### config.mk
export PLATFORM = sky130hd
export DESIGN_NAME = simd_decode_stage
export DESIGN_NICKNAME = d
export VERILOG_FILES = /design/src/rtl/simd_pkg.sv /design/src/rtl/simd_decode_comb.sv /design/src/rtl/simd_decode_stage.sv
export SDC_FILE = /design/constraint.sdc
export NUM_CORES = 1
export LEC_CHECK = 0
export CAP_MARGIN = 30
export CORE_ASPECT_RATIO = 1.4
export CORE_MARGIN = 5
export CORE_UTILIZATION = 25
export CTS_CLUSTER_DIAMETER = 30
export DETAILED_ROUTE_END_ITERATION = 8
export GPL_TIMING_DRIVEN = 1
export SETUP_SLACK_MARGIN = 0.1
export SKIP_LAST_GASP = 1
export SLEW_MARGIN = 25
export SYNTH_ARGS = -nofsm -noshare
export SYNTH_HDL_FRONTEND = slang
export SYNTH_HIERARCHICAL = 1
export SYNTH_SLANG_ARGS = --single-unit
### constraint.sdc
create_clock -name clk -period 2.46 [get_ports clk]
set_input_delay 0.492 -clock clk [delete_from_list [all_inputs] [get_ports clk]]
set_output_delay 0.492 -clock clk [all_outputs]
set_load 0.005 [all_outputs]
### src/rtl/simd_pkg.sv
// rtl/simd_pkg.sv - shared widths, opcode table, op enum and decoded entry type for the SIMD decode stage
package simd_pkg;

    localparam int NUM_WARPS = 4;
    localparam int WID_W     = (NUM_WARPS > 1) ? $clog2(NUM_WARPS) : 1;
    localparam int REG_W     = 5;
    localparam int ADDR_W    = 9;
    localparam int IMM_W     = 12;
    localparam int SHAMT_W   = 6;

    typedef enum logic [3:0] {
        OP_ADD     = 4'd0,
        OP_SUB     = 4'd1,
        OP_MUL     = 4'd2,
        OP_UDIV    = 4'd3,
        OP_FADD    = 4'd4,
        OP_FSUB    = 4'd5,
        OP_LOAD    = 4'd6,
        OP_RET     = 4'd7,
        OP_ADDI    = 4'd8,
        OP_SUBI    = 4'd9,
        OP_ILLEGAL = 4'd15
    } op_e;

    // Primary opcodes live in instr[31:21]; the immediate forms only use instr[31:22].
    localparam logic [10:0] OPC_ADD  = 11'b10001011000;
    localparam logic [10:0] OPC_SUB  = 11'b11001011000;
    localparam logic [10:0] OPC_MUL  = 11'b10011011000;
    localparam logic [10:0] OPC_UDIV = 11'b10011010110;
    localparam logic [10:0] OPC_FP   = 11'b00011110011;
    localparam logic [10:0] OPC_LOAD = 11'b10101010101;
    localparam logic [10:0] OPC_RET  = 11'b11010110010;
    localparam logic [9:0]  OPC_ADDI = 10'b1001000100;
    localparam logic [9:0]  OPC_SUBI = 10'b1101000100;

    // FP add/sub share OPC_FP and are told apart by instr[15:10].
    localparam logic [5:0]  FP_ADD_FN = 6'b001010;
    localparam logic [5:0]  FP_SUB_FN = 6'b001110;

    typedef struct packed {
        op_e                op;
        logic [REG_W-1:0]   rd;
        logic [REG_W-1:0]   rs1;
        logic [REG_W-1:0]   rs2;
        logic [SHAMT_W-1:0] shamt;
        logic [IMM_W-1:0]   imm;
        logic [ADDR_W-1:0]  addr;
        logic [WID_W-1:0]   wid;
    } decoded_t;

endpackage

### src/rtl/simd_decode_comb.sv
// rtl/simd_decode_comb.sv - pure combinational instruction word to decoded entry (warp id left zero)
module simd_decode_comb
    import simd_pkg::*;
(
    input  logic [31:0] instr,
    output decoded_t    dec
);

    op_e op;

    always_comb begin
        op = OP_ILLEGAL;
        case (instr[31:21])
            OPC_ADD:  op = OP_ADD;
            OPC_SUB:  op = OP_SUB;
            OPC_MUL:  op = OP_MUL;
            OPC_UDIV: op = OP_UDIV;
            OPC_LOAD: op = OP_LOAD;
            OPC_RET:  op = OP_RET;
            OPC_FP: begin
                if (instr[15:10] == FP_ADD_FN) begin
                    op = OP_FADD;
                end else if (instr[15:10] == FP_SUB_FN) begin
                    op = OP_FSUB;
                end
            end
            default: begin
                if (instr[31:22] == OPC_ADDI) begin
                    op = OP_ADDI;
                end else if (instr[31:22] == OPC_SUBI) begin
                    op = OP_SUBI;
                end
            end
        endcase
    end

    // Operand fields are filled for every op so downstream never sees stale junk.
    always_comb begin
        dec       = '0;
        dec.op    = op;
        dec.rd    = REG_W'(instr[4:0]);
        dec.rs1   = REG_W'(instr[9:5]);
        dec.rs2   = REG_W'(instr[20:16]);
        dec.shamt = instr[15:10];
        dec.imm   = instr[10 +: IMM_W];
        dec.addr  = instr[12 +: ADDR_W];
        dec.wid   = '0;
    end

endmodule

### src/rtl/simd_decode_stage.sv
// rtl/simd_decode_stage.sv - registered decode stage with 2-entry output queue and sticky status flags
module simd_decode_stage
    import simd_pkg::*;
(
    input  logic                 clk,
    input  logic                 rst,
    input  logic                 flush,
    input  logic                 in_valid,
    output logic                 in_ready,
    input  logic [31:0]          in_instr,
    input  logic [WID_W-1:0]     in_wid,
    output logic                 out_valid,
    input  logic                 out_ready,
    output decoded_t             out_dec,
    output logic                 illegal_err,
    output logic [NUM_WARPS-1:0] ret_mask
);

    decoded_t   dec_c;
    decoded_t   push_entry;
    decoded_t   mem [2];
    logic [1:0] count;
    logic       wr_ptr;
    logic       rd_ptr;
    logic       push;
    logic       pop;

    simd_decode_comb u_decode (
        .instr (in_instr),
        .dec   (dec_c)
    );

    always_comb begin
        push_entry     = dec_c;
        push_entry.wid = in_wid;
    end

    assign out_valid = (count != 2'd0);
    assign out_dec   = mem[rd_ptr];

    // A full queue still accepts when the head leaves this cycle, keeping 1 instr/cycle.
    assign in_ready  = !rst && ((count < 2'd2) || out_ready);
    assign push      = in_valid && in_ready && !flush;
    assign pop       = out_valid && out_ready;

    always_ff @(posedge clk) begin
        if (rst) begin
            count       <= 2'd0;
            wr_ptr      <= 1'b0;
            rd_ptr      <= 1'b0;
            mem[0]      <= '0;
            mem[1]      <= '0;
            illegal_err <= 1'b0;
            ret_mask    <= '0;
        end else begin
            // A head popped in a flush cycle was really consumed, so it still marks RET.
            if (pop && (out_dec.op == OP_RET)) begin
                ret_mask[out_dec.wid] <= 1'b1;
            end
            if (flush) begin
                count  <= 2'd0;
                wr_ptr <= 1'b0;
                rd_ptr <= 1'b0;
            end else begin
                if (push) begin
                    mem[wr_ptr] <= push_entry;
                    wr_ptr      <= ~wr_ptr;
                    if (push_entry.op == OP_ILLEGAL) begin
                        illegal_err <= 1'b1;
                    end
                end
                if (pop) begin
                    rd_ptr <= ~rd_ptr;
                end
                count <= count + 2'(push) - 2'(pop);
            end
        end
    end

endmodule

==> out/results.txt <==
CP peak stage delay: 0.47 ns
crit end category: output port
status: finished, final reports clean
Mapped Nets: 441
final hold vios: 0
number of global-route vias before repair: 3,484
Fmax achieved: 439.3 MHz
Peak VDD IR: 0.3037 mV
dpl cells: 716
final core occ: 31.51%
via count: 3,120
crit path time final: 2.276 ns
Starting Density: 25.15%
clock skew: 0.006126 ns
GRT Total Usage: 10.05%
# nets final: 508
CP max FO: 28
# setup viols final: 0
die area: 24,220 um^2
Setup Buffers After CTS: 0
PD cells: 564.9 nW/um^2
Reg area: 3084 um^2
Post-Syn Area: 5293 um^2
post-DR wirelength/cell: 15.84 um
TritonCTS sink count: 106
critical path cell sequence: buf_12, mux2_2, clkdlybuf4s50_1
drt total wl: 11,580 um
Finished Layout Cells: 731
fin area: 6633 um^2
slew margin rel.: 67.30%
Yosys warning total: 6
Worst Tran Pin Value: 0.4905 ns
setup slack after layout: 0.1837 ns
detailed placer's ending HPWL: 8120 um
Fillers: 2,081
largest net degree at the start of global routing: 49
Final period util: 92.53%
first-pass GRT wire length: 18,910 um
Post-Place Worst Slack: -0.06339 ns
RSZ-0062 raised after global routing: no
Critical Path AT: 1.78 ns
clk buf depth: 2
row count: 63
Core Footprint: 21,050 um^2
Worst R2R Start: count[1]$_SDFF_PP0_
TritonCTS Buffers: 9
multi-input combinational cell area: 1748 um^2
number of diodes: 0
Pre-antenna DRT Iters: 4
P&R area growth vs syn: 25.32%
Placer Congestion: 0.8915
WP data required: 1.97 ns
antenna violations before repair: 0
CP startpoint kind: register
width of the chip: 133.0 um
CTS Root Cell: clkbuf_16
hold path start: ret_mask[3]$_SDFFE_PP0P_
Chip Height: 182.2 um
Placement Cell Area: 6379 um^2
Clock Pin Slew Worst Setup and Hold Paths: 0.07 ns
Routed Antenna Nets: 0
slowest stage cell, crit path: clkdlybuf4s50_1
CTS H-Tree Depth: 3
Slew Viols, Final: 0
critical setup path kind: reg2out
IO buf count: 93
share of layout cells above drive strength 1: 20.17%
CTS tree: built
Mapped Cells: 400
Starting DRT DRC Count: 140
Min-Delay Path Class: reg2reg
Avg Inst Size Synth: 13.23 um^2
later-pin clock latency in the skew report: 0.34 ns
GR Overflow Total: 0
Leak: 2.386 nW
residual DRC count: 0
DR vias/cell: 4.268
Max Cap Viol: 0
io pins: 94
flip-flops by register name, summed over array words and instances, names as in the netlist, named ones only:
register / flops
mem: 96
ret_mask: 4
count: 2
illegal_err: 1
rd_ptr: 1
wr_ptr: 1
metrics by stage:
| step | total power, mW | hold WS [ns] | TNS [ns] |
|---|---|---|---|
| global placement | 2.516 | 0.4523 | 0 |
| CTS | 3.808 | 0.4759 | 0 |
| floorplan | 2.298 | 0.4479 | 0 |
| detailed placement | 2.527 | 0.4583 | -0.1421 |
| global route | 3.926 | 0.5084 | 0 |
| finish | 3.746 | 0.4748 | 0 |
layout by cell type, fill, tap and decap left out, drive strengths merged, types with 4 or more instances in the layout:
cell type and n:
clkdlybuf4s50 92, nor3 7, clkbuf 10, dfxtp 10, and2 96, mux2 48, o32ai 5, nand3 4
edfxtp 96, nand4bb 4, nand2b 5, nand4b 4, nand2 5, nor2 12, or2 4, inv 9
nor4 4, buf 22, clkinv 6
report_power, final:
part | switching [mW] | internal (mW)
Clock | 0.603 | 0.669
Sequential | 0.0247 | 2.04
Combinational | 0.167 | 0.239
Total | 0.795 | 2.95
critical path: cells and delay by family (launching register included):
family	cells	cell delay (ns)
buffers and inverters	2	0.69
flip-flops	1	0.38
multiplexers	1	0.37
layout make-up:
cell class | count | share of cell area, %
repair buffers | 115 | 17.88
multi-input cells | 225 | 26.35
clock inverters | 5 | 0.3396
inverters | 10 | 0.5659
clock buffers | 10 | 3.452
well taps | 260 | 4.905
flip-flops and latches | 106 | 46.50
timing repair:
action / 4_1_cts / 5_1_grt
resized for setup: 0 / 1
hold endpoints to repair: 0 / 0
endpoints found under the setup margin: 0 / 1
hold buffers: 0 / 0
metal layers:
layer,vias up,global-route usage [%],share of wire (%)
li1,1517,-,-
met1,1523,10.98,40
met2,68,18.63,54
met3,12,2.785,4.3
met4,0,3.245,1.5
met5,-,0,0
path summary, 6_finish.rpt:
kind	end	slack (ns)	cells after the start
min reg2reg	ret_mask[3]$_SDFFE_PP0P_	0.47	2
max	out_dec[5]	0.18	3
min	ret_mask[3]$_SDFFE_PP0P_	0.47	2
max reg2reg	mem[1][13]$_SDFFCE_PN0P_	0.80	5
No activity file was read; power rests on OpenSTA's default activity.
